$ cat src/rtl/orb_write_arbiter.sv
// rtl/orb_write_arbiter.sv - round-robin arbiter moving requester FIFO words into orbit RAM
module orb_write_arbiter #(
  parameter int QUOTA = 16
) (
  input  logic        clk,
  input  logic        rst,
  input  logic        SW,
  input  logic [3:0]  empty,
  input  logic [47:0] fifoData,
  input  logic [43:0] baseAddr,
  output logic [3:0]  rdAck,
  output logic [10:0] wAddr,
  output logic [11:0] orbWord,
  output logic        WE,
  output logic        busy,
  output logic [3:0]  overrun
);

  typedef enum logic [1:0] {IDLE, READ, LATCH, WRITE} state_t;

  localparam logic [4:0] QUOTA_W = 5'(QUOTA);

  state_t      state_q, state_d;
  logic        sw_meta_q, sw_sync_q, sw_prev_q;
  logic        pend_q, pend_d;
  logic [1:0]  last_q, last_d;
  logic [4:0]  off_q [4];
  logic [4:0]  off_d [4];
  logic [10:0] waddr_q, waddr_d;
  logic [11:0] word_q, word_d;
  logic [3:0]  ovr_q, ovr_d;

  logic        sw_edge;
  logic        rr_found;
  logic [1:0]  rr_pick;
  logic [1:0]  rr_cand;
  logic        in_quota;

  // SW comes from another clock domain; sw_prev_q lets a 1 sampled right after reset count as an edge
  always_ff @(posedge clk) begin
    if (rst) begin
      sw_meta_q <= 1'b0;
      sw_sync_q <= 1'b0;
      sw_prev_q <= 1'b0;
    end else begin
      sw_meta_q <= SW;
      sw_sync_q <= sw_meta_q;
      sw_prev_q <= sw_sync_q;
    end
  end

  assign sw_edge = sw_sync_q ^ sw_prev_q;

  // Round-robin search starting one past the most recent grant
  always_comb begin
    rr_found = 1'b0;
    rr_pick  = last_q;
    rr_cand  = last_q;
    for (int k = 1; k <= 4; k++) begin
      rr_cand = last_q + 2'(k);
      if (!rr_found && !empty[rr_cand]) begin
        rr_found = 1'b1;
        rr_pick  = rr_cand;
      end
    end
  end

  // last_q doubles as the in-flight grant while the FSM is outside IDLE
  assign in_quota = off_q[last_q] < QUOTA_W;

  // Next-state and outputs; a pending half-frame switch is only acted on in IDLE
  always_comb begin
    state_d = state_q;
    pend_d  = pend_q | sw_edge;
    last_d  = last_q;
    off_d   = off_q;
    waddr_d = waddr_q;
    word_d  = word_q;
    ovr_d   = ovr_q;
    rdAck   = 4'b0000;
    WE      = 1'b0;
    case (state_q)
      IDLE: begin
        pend_d = 1'b0;
        if (pend_q || sw_edge) begin
          for (int i = 0; i < 4; i++) off_d[i] = 5'd0;
        end else if (rr_found) begin
          last_d  = rr_pick;
          state_d = READ;
        end
      end
      READ: begin
        rdAck   = 4'b0001 << last_q;
        state_d = LATCH;
      end
      LATCH: begin
        word_d  = fifoData[12*last_q +: 12];
        waddr_d = baseAddr[11*last_q +: 11] + 11'(off_q[last_q]);
        state_d = WRITE;
      end
      WRITE: begin
        if (in_quota) begin
          WE            = 1'b1;
          off_d[last_q] = off_q[last_q] + 5'd1;
        end else begin
          ovr_d[last_q] = 1'b1;
        end
        state_d = IDLE;
      end
      default: state_d = IDLE;
    endcase
  end

  // State and datapath registers
  always_ff @(posedge clk) begin
    if (rst) begin
      state_q <= IDLE;
      pend_q  <= 1'b0;
      last_q  <= 2'd3;
      waddr_q <= 11'd0;
      word_q  <= 12'd0;
      ovr_q   <= 4'b0000;
      for (int i = 0; i < 4; i++) off_q[i] <= 5'd0;
    end else begin
      state_q <= state_d;
      pend_q  <= pend_d;
      last_q  <= last_d;
      waddr_q <= waddr_d;
      word_q  <= word_d;
      ovr_q   <= ovr_d;
      for (int i = 0; i < 4; i++) off_q[i] <= off_d[i];
    end
  end

  assign busy    = (state_q != IDLE);
  assign wAddr   = waddr_q;
  assign orbWord = word_q;
  assign overrun = ovr_q;

endmodule

$ cat config.mk
export PLATFORM = sky130hd
export DESIGN_NAME = orb_write_arbiter
export DESIGN_NICKNAME = d
export VERILOG_FILES = /design/src/rtl/orb_write_arbiter.sv
export SDC_FILE = /design/constraint.sdc
export NUM_CORES = 1
export LEC_CHECK = 0
export ABC_AREA = 1
export CAP_MARGIN = 30
export CORE_MARGIN = 4
export CORE_UTILIZATION = 42
export DETAILED_ROUTE_END_ITERATION = 10
export PLACE_DENSITY = 0.76
export SYNTH_ARGS = -nofsm -noshare
export SYNTH_HDL_FRONTEND = slang
export SYNTH_SLANG_ARGS = --single-unit
$ cat constraint.sdc
create_clock -name clk -period 3.1 [get_ports clk]
set_input_delay 0.31 -clock clk [delete_from_list [all_inputs] [get_ports clk]]
set_output_delay 0.31 -clock clk [all_outputs]
set_load 0.01 [all_outputs]
# ---- After elaboration in Yosys (flattened, before gate mapping)
# Index checks and enable logic that the tools add are counted.
dict set report word_totals {
  reg_bits 55
  inputBits 99
}
dict set report classes {
  add_sub_neg 5
  multipliers 2
  order_cmp 8
  eq_ne 8
  shift 3
  n_mux 32
  bitwise 7
  n_reduce_logical 19
}
# operator count
set ops {}
lappend ops {{48-bit by 7-bit variable part select with 12-bit output} 1}
lappend ops {{44-bit by 7-bit variable part select with 11-bit output} 1}
lappend ops {{20-bit 2-to-1 mux} 2}
lappend ops {{20-bit case mux with 2 select lines} 1}
lappend ops {{20-bit bitwise mux} 1}
lappend ops {{5-bit 2-to-1 mux} 3}
lappend ops {{2-bit by 3-bit less-than comparator with 1-bit output, second input constant} 4}
lappend ops {{11-bit by 5-bit adder with 11-bit output} 1}
lappend ops {{1-bit 2-to-1 mux} 11}
lappend ops {{5-bit binary-select mux with 2-bit select} 1}
lappend ops {{5-bit demux with 2-bit select} 1}
lappend ops {{2-bit 2-to-1 mux} 5}
lappend ops {{1-bit binary-select mux with 2-bit select} 4}
lappend ops {{2-bit inequality test, second input constant} 4}
lappend ops {{2-bit case mux with 4 select lines} 1}
lappend ops {{4-bit by 2-bit multiplier with 6-bit output, first input constant} 1}
lappend ops {{5-bit by 1-bit adder with 5-bit output, second input constant} 1}
lappend ops {{1-bit logical AND} 5}
lappend ops {{1-bit logical NOT} 5}
lappend ops {{5-bit less-than comparator, second input constant} 1}
lappend ops {{5-bit AND reduction} 1}
lappend ops {{2-bit adder, second input constant} 2}
lappend ops {{2-bit == test, second input constant} 2}
lappend ops {{2-bit by 2-bit multiplier with 4-bit output, first input constant} 1}
lappend ops {{20 further kinds} 24}

# ---- Depth between registers and ports, before layout
# Gate-level depths: netlist (run 1).
dict set report logic_depth {
  depth_word 15
  mapped_depth 18
  mapped_depth_nobuf 16
}

# ---- Least setup slack after synthesis (run 1)
# No wires, ideal clock.
dict set report synth_path {
  path_type {flip-flop to flip-flop}
  start {register last_q[0]}
  end {register waddr_q[8] (netlist: wAddr[8])}
  t_arrival_ps 2452
  slack_ps 539
  path_stages_with_launch 18
  path_buffers 4
  synth_period_minus_slack_ps 2561
  cell_sequence {dfxtp_1 buf_6 inv_6 buf_6 buf_2 buf_2 o21ai_0 o22ai_1 ha_1 fa_1 nand3_1 nand2_1 a21oi_1 nor2_2 xor2_1 nand2_1 nand2_1 inv_1}
}
dict set report synth_between {
  elab_chain_cells 5
  elab_cells_between_ends 7
  classes_between {add/sub: 1; mul: 1; shift: 1; mux: 3; bitwise: 1}
}
# item line
set synth_lines {}
lappend synth_lines {{start: declaration} 26} ;# logic [1:0] last_q, last_d;
lappend synth_lines {{start signal: assignment} 127} ;# last_q <= last_d;
lappend synth_lines {{branches (longest 4 deep; another with 4-bit by 2-bit multiplier with 6-bit output)} --}
lappend synth_lines {{11-bit by 5-bit adder with 11-bit output *} 98} ;# waddr_d = baseAddr[11*last_q +: 11] + 11'(off_q[last_q]);
lappend synth_lines {{end signal: assignment} 128} ;# waddr_q <= waddr_d;
lappend synth_lines {{end: declaration} 29} ;# logic [10:0] waddr_q, waddr_d;
# Mark *: on every way between the ends. The select of a mux whose other input is x is not followed.
# A chain may end at the register's enable or synchronous reset.

# ---- Final worst setup path (run 1)
dict set report layout_path {
  start {register last_q[0]}
  end {output rdAck[1]}
}
dict set report layout_between {
  elab_chain_cells 2
}
# item line
set layout_lines {}
lappend layout_lines {{1-bit by 2-bit left shift with 4-bit output} 93} ;# rdAck = 4'b0001 << last_q;
lappend layout_lines {{4-bit 2-to-1 mux} 82} ;# case (state_q)
lappend layout_lines {{end: declaration} 11} ;# output logic [3:0] rdAck,
# Every way passes these cells.

==> key figures, run 1 <==
CTS
  • Clock sinks: 55
  • Post-CTS setup buffer count: 0
  • CTS Hold Bufs: 0
  • CTS Buffer Depth: 2
  • CTS tree: built
  • TritonCTS buffer count: 5
  • CTS resizes: 0
  • CTS HTree Levels: 2
  • Worst-Skew Late Latency: 0.32 ns
  • Root Driver: clkbuf_8
  • Worst-path clk slew: 0.11 ns

Synthesis
  • Synthesized flop and latch total: 55
  • Cells after synthesis: between 500 and 600
  • Syn avg cell area: between 6 and 7 um2
  • Synth Flop Type: dfxtp_1
  • Sequential-to-total area share from yosys stat: 0.301
  • Ys async rst share: 0
  • Synthesis warning total: 0
  • Top post-synthesis cells by area: dfxtp_1, nand2_1, nor2_1
  • Top cell type's share of synthesized area: 0.301
  • Synth unique cells: 36
  • Syn Std Cell Area: about 3700 um2
  • Post-synth EDFFs: 0
  • Area leader, netlist: dfxtp_1
  • Syn_nets: just under 700

Route
  • Wire per inst: 14.7 um
  • WL met2: between 5000 and 6000 um
  • Met3 WL: ~800 um
  • Initial DRT Pass Iterations: 5
  • Via count: between 4000 and 5000
  • 1st-iter DRT viols: between 200 and 300
  • DR DRC count: 0
  • Vias per cell: 5.11
  • Antenna Violating Nets Remaining: 0
  • Wirelength, routed: 11700 um
  • Top Layer Used: met4
  • Met1 Wirelength: a little under 5000 um

Setup path
  • Worst Path Max Fanout: 42
  • Nature of the critical path endpoint: output pin
  • Worst R2R Start: last_q[0]$_SDFFE_PP1P_
  • Element type at the critical path start: flip-flop
  • Crit Path Category: reg2out
  • Worst EP required: 2.79 ns
  • Crit path DAT: between 2 and 2.5 ns
  • Setup crit start: last_q[0]$_SDFFE_PP1P_

Timing
  • Least-Margin Pin Slew: around 0.55 ns
  • Clk_skew: about 0.015 ns
  • Final period utilization: 0.863
  • Count of final setup violators: 0
  • Total negative slack: 0 ns
  • Tmin final: around 2.7 ns
  • Final Worst Setup Slack: around 0.42 ns
  • Final Max Slew Viols: 0
  • Max Freq: between 0.3 and 0.4 GHz
  • Normalized max-slew margin: 0.635
  • Final Hold Vio Count: 0
  • RSZ-0062 raised after global routing: no

Power and ir drop
  • Pwr Density: a little under 800 nW/um2
  • Leak: about 2.3 nW
  • VDD IR-drop max: between 300 and 400 uV

Hold path
  • Hold Startpoint: sw_meta_q$_SDFF_PP0_
  • Worst min path class: reg2reg

Global routing
  • Vias in the first global route: approximately 4000
  • First-pass GRT wire length: between 15000 and 20000 um
  • Initial antenna violation count: 0
  • Grt ovf: 0
  • Total GRT Usage: 0.219
  • Largest net degree at the start of global routing: 64

Final layout
  • Final cell count without fillers: approximately 790
  • Ratio of cells with drive above 1 in the final layout: 0.0668
  • Fin util: 0.613
  • Nets: roughly 800
  • Diodes inserted: 0
  • Commonest non-fill, non-tap cell in the layout: clkdlybuf4s50_1
  • Synthesis-to-layout area growth: 39.9%
  • Most frequent cells in the layout: clkdlybuf4s50_1, nand2_1, nor2_1

Place
  • Final HPWL DP: approximately 8800 um
  • Placed Cells incl. Taps: around 790
  • Pre-CTS WS: 0.520 ns
  • Global placer's final weighted congestion: a little under 0.9
  • Port-buffer cells: 131

Floorplanning
  • Initial Util: 0.438
  • Die height: approximately 100 um
  • Area of the die: between 10000 and 15000 um2
  • Core Region: 8340 um2
  • Rows: 33
  • # IOs: between 100 and 150
  • Die X-Extent: 101 um

Outcome
  • Status: finished clean

Job
  • Max-cap viol count: 0
## through the flow
stage,cell area (um2),hold WS (ns),power [mW]
2_1_floorplan,3660,0.388,2.71
3_3_place_gp,5000,0.394,3.39
3_5_place_dp,5000,0.397,3.46
4_1_cts,5120,0.413,3.98
5_1_grt,5120,0.438,4.34
6_report,5120,0.410,3.97
## routing by layer
metal | global-route usage | vias to the layer above
li1 | - | 2052
met1 | 0.290 | 1838
met2 | 0.369 | 148
met3 | 0.0337 | 16
met4 | 0.0644 | 0
met5 | 0 | -
## final timing paths
| kind | endpoint | slack (ns) | cells past startpoint |
|---|---|---|---|
| min reg2reg | sw_sync_q$_SDFF_PP0_ | 0.41 | 2 |
| max reg2reg | wAddr[8]$_SDFFE_PP0P_ | 0.49 | 14 |
| min | sw_sync_q$_SDFF_PP0_ | 0.41 | 2 |
| max | rdAck[1] | 0.42 | 6 |
## layout make-up
cell class,instances,area (um2)
flip-flops and latches,55,1100
multi-input cells,418,2130
fillers,794,3220
clock inverters,3,50.0
well taps,105,131
clock buffers,5,68.8
inverters,69,267
repair buffers,139,1370
## registers in the layout (all words and copies together), names as in the netlist
signal	cells
sw_sync_q	1
sw_prev_q	1
wAddr	11
pend_q	1
off_q	20
state_q	2
sw_meta_q	1
last_q	2
orbWord	12
overrun	4
## worst max-delay path, stage by stage, from the launching register on
cell	delay [ns]
dfxtp_2	0.38
buf_4	0.37
buf_4	0.32
ha_1	0.31
nand2_1	0.08
inv_1	0.06
clkdlybuf4s50_1	0.53
## power by group
group,leakage [nW],internal (mW),total [mW],switching [mW]
sequential,0.448,0.835,0.912,0.0767
combinational,1.77,0.989,2.56,1.57
clock,0.0607,0.250,0.506,0.256
total,2.28,2.07,3.97,1.90
## cell usage after synthesis, drive strengths merged (3+ instances only)
cell type  count
xnor2          4
o21ai         73
buf           18
inv           69
clkbuf        10
nor2         107
nand2        127
nand4          3
ha            14
a21oi         33
o22ai         19
dfxtp         55
nand3         27
xor2           4
## logic make-up (layout without fill, tap and decap cells)
family,count (synthesis),in the layout,share of synthesized area
buf+inv,97,216,0.118
simple gates,264,264,0.311
fa+ha+maj,15,15,0.0534
compound gates,131,131,0.196
xor+xnor,8,8,0.0212
flops,55,55,0.301
(Power assumes the default switching activity.)
==> run 2, diff against run 1 <==
CORE_UTILIZATION = 46   (was 42)
PLACE_DENSITY = 0.82   (was 0.76)
==> key figures, run 2 (synthesis gave the netlist of run 1 again) <==
Place
  • Port-buffer cells: 131 (unchanged)
  • Final HPWL DP: 8220 um (-7.0%)
  • Global placer's final weighted congestion: 0.902 (+1.5%)

Setup path
  • Crit-path leading delay family: compound AO/OA/AOI/OAI gates
  • Crit path buf inv count: 3 (-1)
  • Crit Path Category: reg2reg
  • Most frequent CP cell: nand2_1
  • Worst path cell trace: buf_4 > buf_4 > o21ai_0 > o22ai_1 > ha_1 > a21oi_1 > nand2_1 > a21oi_1 > nor2_2 > xor2_1 > nand2_1 > nand2_1 > inv_1
  • Setup crit start: last_q[1]$_SDFFE_PP1P_
  • Nature of the critical path endpoint: flip-flop
  • Worst R2R Start: last_q[1]$_SDFFE_PP1P_
  • Worst EP required: 3.32 ns (+0.53 ns)
  • Element type at the critical path start: flip-flop
  • Critical path's slowest cell: dfxtp_1
  • Crit-path max cell delay: 0.35 ns (-0.18 ns)
  • Crit path DAT: 2.84 ns (+0.47 ns)
  • Worst Path Max Fanout: 26 (-38%)

CTS
  • Worst-Skew Late Latency: 0.31 ns (about the same)
  • Post-CTS setup buffer count: 0 (unchanged)
  • CTS Buffer Depth: 2 (unchanged)
  • CTS HTree Levels: 2 (unchanged)
  • CTS Hold Bufs: 0 (unchanged)
  • Worst-path clk slew: 0.10 ns (about the same)
  • Clock sinks: 55 (unchanged)
  • Root Driver: clkbuf_8
  • TritonCTS buffer count: 5 (unchanged)
  • CTS tree: built
  • CTS resizes: 0 (unchanged)

Power and ir drop
  • Pwr Density: 784 nW/um2 (+0.86%)
  • Leak: 2.28 nW (about the same)
  • VDD IR-drop max: 456 uV (+28%)
  • Final Power: 4.01 mW (+0.91%)

Timing
  • Tmin final: 2.61 ns (-0.0637 ns)
  • Final Max Slew Viols: 0 (unchanged)
  • Final Hold Vio Count: 0 (unchanged)
  • Normalized max-slew margin: 0.631 (-0.00407)
  • Final period utilization: 0.843 (-0.0205)
  • Total negative slack: 0 ns (unchanged)
  • Count of final setup violators: 0 (unchanged)
  • Max Freq: 0.383 GHz (+2.4%)
  • RSZ-0062 raised after global routing: no
  • Least-Margin Pin Slew: 0.549 ns (+0.00302 ns)
  • Clk_skew: 0.00896 ns (-0.00625 ns)

Floorplanning
  • Die X-Extent: 97.2 um (-4.1%)
  • Initial Util: 0.473 (+0.0348)
  • Area of the die: 9440 um2 (-8.0%)
  • # IOs: 132 (unchanged)
  • Die height: 97.2 um (-4.1%)
  • Rows: 32 (-3.0%)
  • Core Region: 7730 um2 (-7.4%)

Final layout
  • Diodes inserted: 0 (unchanged)
  • Commonest non-fill, non-tap cell in the layout: clkdlybuf4s50_1
  • Synthesis-to-layout area growth: 40.0% (about the same)
  • Largest Register: off_q
  • Ratio of cells with drive above 1 in the final layout: 0.0640 (-0.00281)
  • Max FFs per register: 20 (unchanged)
  • Nets: 801 (-0.12%)
  • Most frequent cells in the layout: clkdlybuf4s50_1, nand2_1, nor2_1

Route
  • Via count: 4034 (-0.49%)
  • Initial DRT Pass Iterations: 4 (-1)
  • Antenna Violating Nets Remaining: 0 (unchanged)
  • Wirelength, routed: 11100 um (-4.9%)
  • DR DRC count: 0 (unchanged)
  • 1st-iter DRT viols: 261 (-9.4%)
  • Wire per inst: 14.1 um (-4.4%)
  • Vias per cell: 5.11 (about the same)

Global routing
  • Initial antenna violation count: 0 (unchanged)
  • Total GRT Usage: 0.228 (+0.00852)
  • Vias in the first global route: 3778 (-3.5%)
  • Largest net degree at the start of global routing: 64 (unchanged)
  • First-pass GRT wire length: 17900 um (-2.3%)
  • Grt ovf: 0 (unchanged)

Job
  • Max-cap viol count: 0 (unchanged)

Hold path
  • Worst min path class: reg2reg
  • Hold Startpoint: sw_meta_q$_SDFF_PP0_

Outcome
  • Status: finished clean
[run 2: cell types whose count changed in the layout (fill, tap and decap cells not counted)]
cell,previous run,this run
bufinv_16,1,2
buf_4,8,7
inv_6,2,1
clkbuf_1,0,1
inv_8,1,0
[run 2: worst min-delay path: stages (launching register included)]
cell and delay [ns]:
dfxtp_1 0.31, inv_1 0.04, nor2_1 0.03
[run 2: per-stage QoR]
step,std cells,area (um2),hold WS [ns],utilization,worst slack (ns)
after global placement,782,4990,0.390,0.645,0.561
after detailed placement,782,4990,0.393,0.645,0.516
final,790,5120,0.406,0.662,0.487
after CTS,790,5120,0.407,0.662,0.483
after global routing,790,5120,0.429,0.662,0.261
after floorplan,570,3660,0.388,-,0.539
[run 2: layer usage]
layer	vias to the layer above	wire (um)	share of wire	global-route usage
met4	0	185	0.017	0.0680
met1	1811	4980	0.45	0.303
li1	2052	-	-	-
met3	15	677	0.061	0.0445
met2	156	5260	0.47	0.374
met5	-	0	0	0
[run 2: final cells by class]
cell class / instances / area [um2]
repair buffers: 138 / 1360
clock buffers: 6 / 72.6
inverters: 69 / 267
well taps: 102 / 128
fillers: 658 / 2610
clock inverters: 2 / 60.1
flip-flops and latches: 55 / 1100
multi-input cells: 418 / 2130
[run 2: where the power goes]
part           internal, mW  leakage, nW  switching, mW
Combinational         0.980         1.77           1.57
Sequential            0.835        0.448         0.0728
Clock                 0.323       0.0654          0.230
Total                  2.14         2.28           1.87
[run 2: worst paths after layout]
path,to,slack (ns),cells after the start
worst min register to register,sw_sync_q$_SDFF_PP0_,0.41,2
worst min-delay path,sw_sync_q$_SDFF_PP0_,0.41,2
worst max-delay path,wAddr[8]$_SDFFE_PP0P_,0.49,13
worst max register to register,wAddr[8]$_SDFFE_PP0P_,0.49,13
